[src/rtl/shift_arb_pkg.sv]
// shift_arb_pkg -- shared types for the shift_arb arbiter/delay-line block.
//   state_e     : controller states (RUN, DRAIN)
//   stage_t     : pipeline stage layout {valid, id, data}, sized for the
//                 default configuration (4 requesters, 8-bit beats).
//                 shift_arb builds the same layout from its own parameters.
//   stage_width : packed width of a stage for a given configuration.
package shift_arb_pkg;

  typedef enum logic {
    RUN   = 1'b0,
    DRAIN = 1'b1
  } state_e;

  localparam int DEF_NUM_REQ    = 4;
  localparam int DEF_DATA_WIDTH = 8;
  localparam int DEF_ID_W       = $clog2(DEF_NUM_REQ);

  typedef struct packed {
    logic                      valid;
    logic [DEF_ID_W-1:0]       id;
    logic [DEF_DATA_WIDTH-1:0] data;
  } stage_t;

  function automatic int stage_width(input int num_req, input int data_width);
    return 1 + $clog2(num_req) + data_width;
  endfunction

endpackage

[src/rtl/shift_arb_rr_pick.sv]
// rr_pick -- combinational round-robin picker.
// Ports:
//   req   : request vector
//   last  : index of the previous winner; search starts at last+1 and wraps
//   grant : one-hot winner (all 0 when no request)
//   idx   : encoded winner index (0 when no request)
module rr_pick #(
  parameter int NUM_REQ = 4
) (
  input  logic [NUM_REQ-1:0]         req,
  input  logic [$clog2(NUM_REQ)-1:0] last,
  output logic [NUM_REQ-1:0]         grant,
  output logic [$clog2(NUM_REQ)-1:0] idx
);

  localparam int ID_W = $clog2(NUM_REQ);

  logic found;

  // First pass takes the lowest request above last; the second pass wraps
  // around to the lowest request overall.
  always_comb begin
    grant = '0;
    idx   = '0;
    found = 1'b0;
    for (int j = 0; j < NUM_REQ; j++) begin
      if (!found && req[j] && (j > int'(last))) begin
        grant[j] = 1'b1;
        idx      = ID_W'(j);
        found    = 1'b1;
      end
    end
    for (int j = 0; j < NUM_REQ; j++) begin
      if (!found && req[j]) begin
        grant[j] = 1'b1;
        idx      = ID_W'(j);
        found    = 1'b1;
      end
    end
  end

endmodule

[src/rtl/shift_reg.sv]
// shift_reg -- fixed-depth delay line, every stage advances every cycle.
// Ports:
//   clk  : clock, rising edge
//   rst  : synchronous active-high reset, clears every stage to 0
//   d    : word entering stage 0
//   q    : word leaving the last stage (NUM_REGS cycles after entry)
module shift_reg #(
  parameter int DATA_WIDTH = 8,
  parameter int NUM_REGS   = 10
) (
  input  logic                  clk,
  input  logic                  rst,
  input  logic [DATA_WIDTH-1:0] d,
  output logic [DATA_WIDTH-1:0] q
);

  logic [DATA_WIDTH-1:0] regs [NUM_REGS];

  always_ff @(posedge clk) begin
    if (rst) begin
      for (int i = 0; i < NUM_REGS; i++) regs[i] <= '0;
    end else begin
      regs[0] <= d;
      for (int i = 1; i < NUM_REGS; i++) regs[i] <= regs[i-1];
    end
  end

  assign q = regs[NUM_REGS-1];

endmodule

[src/rtl/shift_arb.sv]
// shift_arb -- round-robin arbiter feeding a fixed-latency delay line, with
// a drain handshake that stops accepting until the pipeline is empty.
//
//   state | meaning
//   ------+-----------------------------------------------------------
//   RUN   | accepting one beat per cycle, round-robin
//   DRAIN | no grants; waits for occupancy 0, then pulses drain_done
//
// Ports:
//   clk, rst   : clock (rising edge), synchronous active-high reset
//   req_valid  : per-requester beat offered
//   req_data   : requester i owns [i*DATA_WIDTH +: DATA_WIDTH]
//   req_ready  : one-hot grant, only for a requester with valid
//   drain      : one-cycle pulse requesting a pipeline drain
//   lock       : (SHIFT_ARB_LOCK_EN only) requester keeps grant while locked
//   rsp_valid  : one-hot owner of the beat leaving the pipeline
//   rsp_data   : beat leaving the pipeline; holds last value on bubbles
//   drain_done : one-cycle pulse when a drain completes
//   busy       : occupancy nonzero or draining
//
// Optional feature macro: SHIFT_ARB_LOCK_EN (adds the lock input).
module shift_arb
  import shift_arb_pkg::*;
#(
  parameter int DATA_WIDTH = 8,
  parameter int NUM_REQ    = 4,
  parameter int NUM_REGS   = 10
) (
  input  logic                          clk,
  input  logic                          rst,
  input  logic [NUM_REQ-1:0]            req_valid,
  input  logic [NUM_REQ*DATA_WIDTH-1:0] req_data,
  output logic [NUM_REQ-1:0]            req_ready,
  input  logic                          drain,
`ifdef SHIFT_ARB_LOCK_EN
  input  logic [NUM_REQ-1:0]            lock,
`endif
  output logic [NUM_REQ-1:0]            rsp_valid,
  output logic [DATA_WIDTH-1:0]         rsp_data,
  output logic                          drain_done,
  output logic                          busy
);

  localparam int ID_W  = $clog2(NUM_REQ);
  localparam int OCC_W = $clog2(NUM_REGS + 1);
  localparam int ST_W  = stage_width(NUM_REQ, DATA_WIDTH);

  typedef struct packed {
    logic                  valid;
    logic [ID_W-1:0]       id;
    logic [DATA_WIDTH-1:0] data;
  } pipe_t;

  state_e                state;
  logic [OCC_W-1:0]      occ;
  logic [ID_W-1:0]       last_grant;
  logic [DATA_WIDTH-1:0] rsp_hold;
  logic                  rst_d;

  logic [NUM_REQ-1:0]    pick_grant;
  logic [ID_W-1:0]       pick_idx;
  logic [NUM_REQ-1:0]    sel_grant;
  logic [ID_W-1:0]       sel_idx;
  logic                  grant_en;
  logic                  accept;
  logic                  emit;
  pipe_t                 pipe_in;
  pipe_t                 pipe_out;

  rr_pick #(.NUM_REQ(NUM_REQ)) u_pick (
    .req   (req_valid),
    .last  (last_grant),
    .grant (pick_grant),
    .idx   (pick_idx)
  );

`ifdef SHIFT_ARB_LOCK_EN
  logic lock_hold;
  assign lock_hold = req_valid[last_grant] & lock[last_grant];
  assign sel_grant = lock_hold ? (NUM_REQ'(1) << last_grant) : pick_grant;
  assign sel_idx   = lock_hold ? last_grant : pick_idx;
`else
  assign sel_grant = pick_grant;
  assign sel_idx   = pick_idx;
`endif

  // Grants are withheld during reset and the cycle after it, and in DRAIN
  // (which also makes drain override lock).
  assign grant_en  = (state == RUN) && !rst && !rst_d;
  assign req_ready = grant_en ? sel_grant : '0;
  assign accept    = |(req_valid & req_ready);

  always_comb begin
    pipe_in = '0;
    if (accept) begin
      pipe_in.valid = 1'b1;
      pipe_in.id    = sel_idx;
      pipe_in.data  = req_data[int'(sel_idx)*DATA_WIDTH +: DATA_WIDTH];
    end
  end

  shift_reg #(.DATA_WIDTH(ST_W), .NUM_REGS(NUM_REGS)) u_pipe (
    .clk (clk),
    .rst (rst),
    .d   (pipe_in),
    .q   (pipe_out)
  );

  assign emit = pipe_out.valid;

  always_ff @(posedge clk) begin
    rst_d <= rst;
    if (rst) begin
      state      <= RUN;
      occ        <= '0;
      last_grant <= ID_W'(NUM_REQ - 1);
      rsp_hold   <= '0;
    end else begin
      case (state)
        RUN:     if (drain) state <= DRAIN;
        DRAIN:   if (occ == '0) state <= RUN;
        default: state <= RUN;
      endcase
      if (accept) last_grant <= sel_idx;
      case ({accept, emit})
        2'b10:   occ <= occ + OCC_W'(1);
        2'b01:   occ <= occ - OCC_W'(1);
        default: occ <= occ;
      endcase
      if (emit) rsp_hold <= pipe_out.data;
    end
  end

  assign rsp_valid  = (emit && !rst) ? (NUM_REQ'(1) << pipe_out.id) : '0;
  assign rsp_data   = rst ? '0 : (emit ? pipe_out.data : rsp_hold);
  assign busy       = !rst && ((occ != '0) || (state == DRAIN));
  assign drain_done = !rst && (state == DRAIN) && (occ == '0);

`ifndef SYNTHESIS
  occ_overflow: assert property (@(posedge clk) disable iff (rst)
    !(accept && !emit && (occ == OCC_W'(NUM_REGS))));
  occ_underflow: assert property (@(posedge clk) disable iff (rst)
    !(emit && !accept && (occ == '0)));
  occ_bound: assert property (@(posedge clk) disable iff (rst)
    occ <= OCC_W'(NUM_REGS));
`endif

endmodule

[config.mk]
export PLATFORM = sky130hd
export DESIGN_NAME = shift_arb
export DESIGN_NICKNAME = d
export VERILOG_FILES = /design/src/rtl/shift_arb_pkg.sv /design/src/rtl/shift_arb_rr_pick.sv /design/src/rtl/shift_reg.sv /design/src/rtl/shift_arb.sv
export SDC_FILE = /design/constraint.sdc
export NUM_CORES = 1
export LEC_CHECK = 0
export CAP_MARGIN = 5
export CELL_PAD_IN_SITES_DETAIL_PLACEMENT = 0
export CELL_PAD_IN_SITES_GLOBAL_PLACEMENT = 1
export CORE_MARGIN = 1
export CORE_UTILIZATION = 25
export CTS_CLUSTER_SIZE = 30
export DETAILED_ROUTE_END_ITERATION = 16
export PLACE_DENSITY = 0.54
export SYNTH_ARGS = -nofsm -noshare
export SYNTH_HDL_FRONTEND = slang
export SYNTH_SLANG_ARGS = --single-unit
[constraint.sdc]
create_clock -name clk -period 3 [get_ports clk]
set_input_delay 0.75 -clock clk [delete_from_list [all_inputs] [get_ports clk]]
set_output_delay 0.75 -clock clk [all_outputs]
set_load 0.005 [all_outputs]
; ---- After elaboration in Yosys (flattened, before gate mapping)
; Memories as Yosys holds them, arrays and structs flattened.
; Cells that the tools add are included.
[op_classes]
addsub = 2
magnitude_cmp = 3
n_eq_ne = 2
shift = 2
muxes = 41
bitwise_logic = 12
n_reduce_logical = 28
[ops]
columns = cell, n
row1 = 11-bit two-way mux, 11
row2 = 32-bit by 6-bit variable part select with 8-bit output, 1
row3 = 1-bit two-way mux, 18
row4 = 8-bit two-way mux, 2
row5 = 1-bit logical AND, 15
row6 = 2-bit two-way mux, 6
row7 = 1-bit OR, 10
row8 = 1-bit logical NOT, 8
row9 = 4-bit two-way mux, 2
row10 = 4-bit one-hot mux with 2 select lines, 1
row11 = "4-bit by 1-bit adder with 4-bit output, second input constant", 1
row12 = 4-bit AND, 1
row13 = "2-bit greater-than comparator, first input constant", 2
row14 = 4-bit logical NOT, 1
row15 = 4-bit nonzero test, 1
row16 = 4-bit OR reduction, 1
row17 = "1-bit by 2-bit left shift with 4-bit output, first input constant", 1
row18 = "4-bit by 1-bit subtractor with 4-bit output, second input constant", 1
row19 = "2-bit by 1-bit == test with 1-bit output, second input constant", 1
row20 = "2-bit == test, second input constant", 1
row21 = "1-bit by 2-bit greater-than comparator with 1-bit output, first input constant", 1
row22 = 1-bit one-hot mux with 2 select lines, 1
row23 = 2-bit nonzero test, 1
row24 = 1-bit logical OR, 1
row25 = 1-bit NOT, 1
[word_totals]
ff_bits = 16
ram_bits = 110
inputBits = 39
out_inout_bits = 18
wordCells = 96
mem_count = 1
[memory_table]
columns = name, words, width, rd, rd_clocked_by_memory_dff, write_ports, line_no
row1 = u_pipe.regs, 10, 11, 10, 0, 10, shift_reg.sv:17  ; logic [DATA_WIDTH-1:0] regs [NUM_REGS];

; ---- Logic depth before layout (Yosys ltp)
; Gate-level depths: netlist of run 1.
[depth]
word_depth = 28
mapped_depth = 9
depth_no_buf = 9

; ---- Modules after synthesis
; From an unflattened synthesis of run 1, not the netlist that was laid out.
[hier_totals]
cells_unflattened = 378
area_unflattened_um2 = 4350.4
[by_module_without_submodules]
columns = mod, n_inst, cells_per_inst, area_per_inst_um2, seq_area_each_um2
row1 = shift_reg, 1, 243, 3101.7, 2202.1
row2 = shift_arb, 1, 102, 1034.7, 320.3
row3 = rr_pick, 1, 33, 214.0, 0.0

; ---- Worst setup path after synthesis of run 1
; OpenSTA, ideal clock, no wires.
[synth_path]
kind = input to register
startpoint = input req_valid[1]
endpoint = register occ[3]
setup_time_ns = 0.070
arrival_time_ns = 2.744
required_time_ns = 2.930
path_slack_ns = 0.185
cell_stages = 9
n_path_buf = 1
cell_sequence = buf_4 -> o41ai_4 -> ha_1 -> ha_1 -> a21o_1 -> a21oi_1 -> xnor2_1 -> or3_1 -> a21oi_1
[synth_via]
elab_chain_len = 27
word_cells_on_any_way = 34
classes_between = eq/ne: 2 / mux: 14 / bitwise: 1 / reduce/logical: 17
[synth_rtl]
columns = item, line_no
row1 = from (decl), shift_arb.sv:31  ; input logic [NUM_REQ-1:0] req_valid,
row2 = 1-bit logical AND, shift_arb_rr_pick.sv:27  ; if (!found && req[j] && (j > int'(last))) begin
row3 = 1-bit two-way mux, shift_arb_rr_pick.sv:27
row4 = 1-bit logical NOT, shift_arb_rr_pick.sv:27
row5 = 1-bit logical AND (2 in series), shift_arb_rr_pick.sv:27
row6 = 1-bit two-way mux, shift_arb_rr_pick.sv:27
row7 = 1-bit logical NOT, shift_arb_rr_pick.sv:27
row8 = 1-bit logical AND (2 in series), shift_arb_rr_pick.sv:27
row9 = 1-bit two-way mux, shift_arb_rr_pick.sv:27
row10 = [9 not listed], -
row11 = 1-bit logical NOT, shift_arb_rr_pick.sv:34  ; if (!found && req[j]) begin
row12 = 1-bit logical AND, shift_arb_rr_pick.sv:34
row13 = 1-bit two-way mux, shift_arb_rr_pick.sv:34
row14 = 4-bit two-way mux, shift_arb.sv:90  ; assign req_ready = grant_en ? sel_grant : '0;
row15 = 4-bit AND (*), shift_arb.sv:91  ; assign accept = |(req_valid & req_ready);
row16 = 4-bit OR reduction (*), shift_arb.sv:91
row17 = 2-bit by 1-bit == test with 1-bit output / 2-bit == test (equally long branches), shift_arb.sv:125  ; case ({accept, emit})
row18 = 4-bit one-hot mux with 2 select lines / 2-bit nonzero test (equally long branches), -
row19 = to (signal assigned), shift_arb.sv:126  ; 2'b10: occ <= occ + OCC_W'(1);
row20 = to (signal assigned), shift_arb.sv:127  ; 2'b01: occ <= occ - OCC_W'(1);
row21 = to (decl), shift_arb.sv:55  ; logic [OCC_W-1:0] occ;
; Every way passes the cells marked *; elsewhere a longest branch is shown, timed or not.
; A chain may end at the register's enable or synchronous reset.

; ---- Final worst setup path of run 1
[layout_path]
startpoint = input req_valid[1]
endpoint = output req_ready[3]
[layout_via]
elab_chain_len = 23
word_cells_on_any_way = 24
classes_between = mux: 9 / reduce/logical: 15
[layout_rtl]
columns = item, line_no
row1 = 1-bit logical AND, shift_arb_rr_pick.sv:27
row2 = 1-bit two-way mux, shift_arb_rr_pick.sv:27
row3 = 1-bit logical NOT, shift_arb_rr_pick.sv:27
row4 = 1-bit logical AND (2 in series), shift_arb_rr_pick.sv:27
row5 = 1-bit two-way mux, shift_arb_rr_pick.sv:27
row6 = 1-bit logical NOT, shift_arb_rr_pick.sv:27
row7 = 1-bit logical AND (2 in series), shift_arb_rr_pick.sv:27
row8 = 1-bit two-way mux, shift_arb_rr_pick.sv:27
row9 = [5 not listed], -
row10 = 1-bit two-way mux, shift_arb_rr_pick.sv:34
row11 = 1-bit logical NOT, shift_arb_rr_pick.sv:34
row12 = 1-bit logical AND, shift_arb_rr_pick.sv:34
row13 = 1-bit two-way mux, shift_arb_rr_pick.sv:34
row14 = 1-bit logical NOT, shift_arb_rr_pick.sv:34
row15 = 1-bit logical AND, shift_arb_rr_pick.sv:34
row16 = 1-bit two-way mux (*), shift_arb_rr_pick.sv:34
row17 = 4-bit two-way mux (*), shift_arb.sv:90
row18 = to (decl), shift_arb.sv:33  ; output logic [NUM_REQ-1:0] req_ready,
; Marked as above.

==> summary.txt, run 1 <==
Clock network
  – Setup bufs post-CTS: 0
  – CTS Buf Count: 17
  – Clk root buf: clkbuf_16
  – Post_cts resized: 5
  – Clock Latency Late Sink: 390 ps
  – Worst-path clk slew: 50 ps
  – Clk sinks: 126
  – Cts hold-fix bufs: 0
  – H-Tree Level Count: 4
  – CTS Buffer Depth: 2
  – CTS tree: built

Worst hold path
  – Hold crit path type: register to register
  – Hold path start: u_pipe.regs[2][8]$_SDFF_PP0_

Pwr
  – Peak supply drop: 0.371 mV
  – Leak pwr: 0.00219 uW
  – Power Density: 728 nW/um^2

Drt
  – Post-route ant nets: 0
  – Iter 0 DRT Violations: 87
  – Vias/cell: 3.72
  – First-pass iteration count of the detailed router: 4
  – DRC Markers: 0
  – Routed wire length: 6.01 mm
  – Drt wl/cell: 9.04 um
  – Via count: 2,473

STA
  – Maximum clock rate: 341 MHz
  – Clock Skews: 6.25 ps
  – Slew Limit Fails: 0
  – Final Hold Vio Count: 0
  – Relative slew slack: 59.9%
  – Min Hold Slack: 427 ps
  – Final worst-path cycle share: 97.9%
  – Worst Max-Slew Pin Slew: 601 ps
  – Endpoints failing setup: 0
  – Setup repair after global routing missed its margin: false
  – Post-route minimum period: 2940 ps

Floorplan
  – Num rows: 46
  – # IOs: 57
  – Die Wd: 130 um
  – Starting density of the core: 25.7%
  – Core region area: 15,900 um^2
  – Die Span Y: 130 um
  – Die area: 16,900 um^2

Logic synthesis
  – Post-Syn Area: 4110 um^2
  – Synth area leaders: dfxtp_1, nor2b_1, mux2i_1, nor2_1, a211oi_1
  – Synth Area per Inst: 11.4 um^2
  – Post-Synthesis Cells: 361
  – Ys async rst share: 0%
  – Post-synth EDFFs: 0
  – YS warnings: 0
  – Netlist cell types: 40
  – Largest area contributor in the netlist: dfxtp_1
  – Number of synthesized register bits: 126
  – Post-synth top flop: dfxtp_1
  – Post-synthesis sequential area ratio: 61.4%
  – Top-area cell type share of the netlist area: 61.4%
  – Synth Net Count: 404

Finish
  – Fin nets: 478
  – Ant. Diodes: 0
  – Most common cell after layout, fill and taps aside: dfxtp_1
  – Most frequent cells in the layout: dfxtp_1, nor2b_1, clkdlybuf4s50_1
  – Layout area overhead: 36.1%
  – Post-Layout Cell Count: 664
  – Filler instances: 1,589
  – Share of layout cells above drive strength 1: 12.3%

Critical path
  – Crit Path Class: primary input to output pin
  – Crit path capture: req_ready[3]
  – Reg2reg start: state$_SDFF_PP0_
  – CP arrival: 2190 ps
  – Reg2Reg Setup Slack: 610 ps
  – Worst-path fanout max: 5
  – Worst setup EP type: output pin
  – Setup crit start: req_valid[1]
  – Worst setup SP type: primary input
  – Reg2Reg Depth: 9
  – Worst EP required: 2250 ps
  – FF-to-FF End: occ[3]$_SDFFE_PP0P_

Global route
  – Grt total ovfl: 0
  – First-pass GRT wire length: 10.1 mm
  – GR Util All Layers: 7.93%
  – Vias in the first global route: 2,302
  – Largest net degree at the start of global routing: 60
  – Initial antenna violation count: 0

Place
  – Port Buf Inserts: 56
  – DP HPWL: 3.81 mm
  – Placer Congestion: 0.735
  – Placed cell count: 632

Run status
  – Status: completed

Job
  – Number of max-cap violations: 0
sequential cells by signal (all words and copies together), names as in the netlist:
signal       count
last_grant       2
rst_d            1
rsp_hold         8
occ              4
u_pipe.regs    110
state            1
how the worst min path moves through the flow:
stage	end	slack (ps)	cells after the start
final	u_pipe.regs[3][8]$_SDFF_PP0_	430	1
after global routing	u_pipe.regs[4][7]$_SDFF_PP0_	440	1
after CTS	u_pipe.regs[3][8]$_SDFF_PP0_	430	1
after detailed placement	u_pipe.regs[7][3]$_SDFF_PP0_	420	1
after global placement	u_pipe.regs[8][4]$_SDFF_PP0_	420	1
after floorplan	u_pipe.regs[1][0]$_SDFF_PP0_	410	1
cell usage after synthesis, types with 3 or more instances:
master / count
mux2i_1: 21
and3_1: 3
o21ai_0: 4
inv_1: 8
a31oi_1: 4
clkbuf_1: 14
ha_1: 3
nor2_1: 24
a21oi_1: 6
nor2b_1: 101
dfxtp_1: 126
a211oi_1: 8
o22ai_1: 6
critical path: stages:
cell	delay (ps)
dlygate4sd2_1	310
nor2b_4	160
o22a_1	190
o22ai_1	110
and3_1	170
clkdlybuf4s50_1	500
through the flow:
stage / util (%) / instance area [um^2] / power (uW) / TNS (ps) / setup slack, ps
after floorplan: - / 4110 / 1910 / 0 / 185
after global placement: 31.2 / 4970 / 2000 / -353 / -117
after detailed placement: 31.2 / 4970 / 2010 / -498 / -135
after CTS: 35.0 / 5590 / 4130 / 0 / 95.6
after global routing: 35.0 / 5590 / 4240 / 0 / 2.99
final: 35.0 / 5590 / 4070 / 0 / 64.4
cell families (layout without fill, tap and decap cells):
group	after synthesis	count (layout)	synth area share [%]
simple gates	141	141	20.6
flops	126	126	61.4
compound gates	38	38	7.35
buf+inv	28	115	3.41
mux	21	21	5.12
fa+ha+maj	4	4	1.40
xor+xnor	3	3	0.640
area by class of cell:
type | count | area [um^2] | area share (%)
well taps | 216 | 270 | 4.84
flip-flops and latches | 126 | 2520 | 45.1
multi-input cells | 207 | 1450 | 25.9
clock inverters | 6 | 130 | 2.33
repair buffers | 73 | 693 | 12.4
clock buffers | 26 | 489 | 8.76
inverters | 10 | 37.5 | 0.672
routing by layer:
layer	vias to the layer above	GRT usage (%)	part of all wire (%)
met4	0	4.31	1.3
met3	6	4.06	5.4
met1	1083	8.70	49
met5	-	0	0
met2	59	12.4	44
li1	1325	-	-
power breakdown:
group | internal [uW] | switching [uW]
Clock | 1450 | 645
Sequential | 1710 | 16.5
Combinational | 129 | 115
Total | 3290 | 777
Note: power is estimated with default switching activity, not from simulation.
==> run 2, diff against run 1 <==
--- a/config.mk
+++ b/config.mk
@@ -13,6 +13,7 @@
 export CTS_CLUSTER_SIZE = 30
 export DETAILED_ROUTE_END_ITERATION = 16
 export PLACE_DENSITY = 0.54
+export SLEW_MARGIN = 10
 export SYNTH_ARGS = -nofsm -noshare
 export SYNTH_HDL_FRONTEND = slang
 export SYNTH_SLANG_ARGS = --single-unit
==> results of run 2 <==
Same layout as run 1: the final DEF is identical, and so are final timing and power.
==> run 3, diff against run 2 <==
==> constraint.sdc (replaced) <==
create_clock -name clk -period 2.9 [get_ports clk]
set_input_delay 0.725 -clock clk [delete_from_list [all_inputs] [get_ports clk]]
set_output_delay 0.725 -clock clk [all_outputs]
set_load 0.005 [all_outputs]
==> run 3 against run 2 <==
Net effect: via count grew 0.85%; cell area increased by 0.45%; setup slack improved by 12 ps; total power grew 4.2%; first-iteration DRC count rose by 16%; clock-buffer cell count fell by 1; utilization up 0.16 points; routed wire length shrank 0.58%; sequential share of layout area shrank 0.20 points; hold slack got worse by 0.87 ps; register-to-register slack lost 80 ps; critical path depth decreased by 1.
==> summary.txt, run 3 (synthesis results as in run 1) <==
Run status
  – Status: completed

Pwr
  – Switching Share: 19.2% (+0.12 points)
  – Power Density: 755 nW/um^2 (+3.7%)
  – Register share of total power: 42.1% (-0.3 points)
  – Fraction of power consumed by combinational cells: 6.0% (about the same)
  – Pint: 3420 uW (+4.0%)
  – Leak pwr: 0.00222 uW (+1.2%)
  – Sw power: 814 uW (+4.8%)
  – Peak supply drop: 0.377 mV (+1.6%)
  – Clk pwr share: 52.0% (+0.4 points)

Finish
  – Fin nets: 479 (+0.21%)
  – Top reg by flops: u_pipe.regs
  – Layout area overhead: 36.7%
  – Most common cell after layout, fill and taps aside: dfxtp_1
  – Ant. Diodes: 0 (unchanged)
  – Largest regs: u_pipe.regs: 110 flops, rsp_hold: 8 flops, occ: 4 flops
  – Final Core Density: 35.2% (+0.16 points)
  – Most frequent cells in the layout: dfxtp_1, nor2b_1, clkdlybuf4s50_1
  – Share of layout cells above drive strength 1: 12.9% (+0.67 points)
  – Filler instances: 1,609 (+1.3%)
  – Max reg flops: 110 (unchanged)

Place
  – DP HPWL: 3.75 mm (-1.7%)
  – Placer Congestion: 0.761 (+3.6%)
  – Port Buf Inserts: 56 (unchanged)

STA
  – Relative slew slack: 59.6% (-0.24 points)
  – Min Hold Slack: 426 ps (-0.868 ps)
  – Worst Max-Slew Pin Slew: 605 ps (+3.55 ps)
  – Post-route minimum period: 2820 ps
  – Endpoints failing setup: 0 (unchanged)
  – Setup repair after global routing missed its margin: false
  – Clock Skews: 7.31 ps (+1.06 ps)
  – Maximum clock rate: 354 MHz
  – Slew Limit Fails: 0 (unchanged)
  – Final TNS setup: 0 ps (unchanged)
  – Final worst-path cycle share: 97.4%
  – Final Hold Vio Count: 0 (unchanged)

Floorplan
  – Die Wd: 130 um (unchanged)
  – Die area: 16,900 um^2 (unchanged)
  – Die Span Y: 130 um (unchanged)
  – # IOs: 57 (unchanged)
  – Starting density of the core: 25.7% (unchanged)
  – Core region area: 15,900 um^2 (unchanged)
  – Num rows: 46 (unchanged)

Global route
  – Largest net degree at the start of global routing: 51 (-15%)
  – GR Util All Layers: 8.17% (+0.24 points)
  – Vias in the first global route: 2,333 (+1.3%)
  – First-pass GRT wire length: 10.3 mm (+1.9%)
  – Initial antenna violation count: 0 (unchanged)
  – Grt total ovfl: 0 (unchanged)

Drt
  – Drt wl/cell: 8.99 um (-0.58%)
  – Iter 0 DRT Violations: 101 (+16%)
  – First-pass iteration count of the detailed router: 4 (unchanged)
  – Routed wire length: 5.97 mm (-0.58%)
  – Post-route ant nets: 0 (unchanged)
  – Vias/cell: 3.76 (+0.85%)
  – DRC Markers: 0 (unchanged)
  – Via count: 2,494 (+0.85%)

Clock network
  – Clk root buf: clkbuf_16
  – H-Tree Level Count: 4 (unchanged)
  – Worst-path clk slew: 50 ps (about the same)
  – CTS tree: built
  – Clk sinks: 126 (unchanged)
  – Setup bufs post-CTS: 0 (unchanged)
  – CTS Buf Count: 17 (unchanged)
  – Clock Latency Late Sink: 400 ps (about the same)
  – CTS Buffer Depth: 2 (unchanged)

Critical path
  – Reg2reg start: state$_SDFF_PP0_
  – Worst setup EP type: output pin
  – Worst-path cell chain: clkdlybuf4s50_1, buf_4, buf_4, and3_1, clkdlybuf4s50_1
  – Crit path capture: req_ready[3]
  – CP arrival: 2100 ps (-90 ps)
  – Worst-path fanout max: 3 (-2)
  – Worst EP required: 2170 ps (-80 ps)
  – Critical-path top delay cell: clkdlybuf4s50_1
  – Reg2Reg Setup Slack: 530 ps (-80 ps)
  – Highest cell delay on the worst timing path: 500 ps (about the same)
  – Setup crit start: req_valid[3]
  – Crit Path Class: primary input to output pin
  – Reg2Reg Depth: 9 (unchanged)
  – Worst setup SP type: primary input
  – FF-to-FF End: occ[3]$_SDFFE_PP0P_

Job
  – Number of max-cap violations: 0 (unchanged)

Worst hold path
  – Hold crit path type: register to register
## run 3: area by class of cell
cell class	instances	area [um^2]	share of cell area (%)
tap	216	270	4.81
timing repair buffer	74	707	12.6
inverter	10	37.5	0.669
sequential	126	2520	44.9
multi-input combinational	207	1450	25.8
clock inverter	6	130	2.32
clock buffer	25	495	8.83
## run 3: power groups by stage
stage	clock network (uW)	logic, uW	registers, uW
3_5_place_dp	0	260	1820
5_1_grt	2360	279	1780
2_1_floorplan	0	162	1810
6_report	2200	254	1780
4_1_cts	2270	259	1780
3_3_place_gp	0	256	1820
## run 3: worst min path at each step
| stage | to | start | cells after the start |
|---|---|---|---|
| 3_5_place_dp | u_pipe.regs[9][1]$_SDFF_PP0_ | u_pipe.regs[8][1]$_SDFF_PP0_ | 1 |
| 2_1_floorplan | u_pipe.regs[1][0]$_SDFF_PP0_ | u_pipe.regs[0][0]$_SDFF_PP0_ | 1 |
| 3_3_place_gp | u_pipe.regs[8][8]$_SDFF_PP0_ | u_pipe.regs[7][8]$_SDFF_PP0_ | 1 |
| 4_1_cts | u_pipe.regs[9][10]$_SDFF_PP0_ | u_pipe.regs[8][10]$_SDFF_PP0_ | 1 |
| 6_report | u_pipe.regs[9][10]$_SDFF_PP0_ | u_pipe.regs[8][10]$_SDFF_PP0_ | 1 |
| 5_1_grt | u_pipe.regs[8][5]$_SDFF_PP0_ | u_pipe.regs[7][5]$_SDFF_PP0_ | 1 |
## run 3: what timing repair did
action / 4_1_cts / 5_1_grt
endpoints found under the hold margin: 0 / 0
pin swaps: 0 / 0
resized for setup: 8 / 2
hold buffers: 0 / 0
endpoints found under the setup margin: 4 / 1
## run 3: worst max-delay path: cells and delay by family
kind          cells  cell delay (ps)
buf+inv           4             1240
simple gates      1              140
## run 3: layer usage
layer  track usage, %  wire (um)  vias up
met2             12.5       2690       57
met5                0          0        -
met4             6.16         85        0
li1                 -          -     1327
met1             9.07       2930     1104
met3             3.32        266        6
## run 3: metrics by stage
step                      worst slack (ps)  power, uW  area [um^2]  instances
final                                 76.3       4240         5610        664
after detailed placement              -191       2080         4990        633
after global placement                -175       2070         4990        633
after floorplan                        110       1980         4110        361
after CTS                             35.1       4310         5620        664
after global routing                  6.22       4420         5610        664
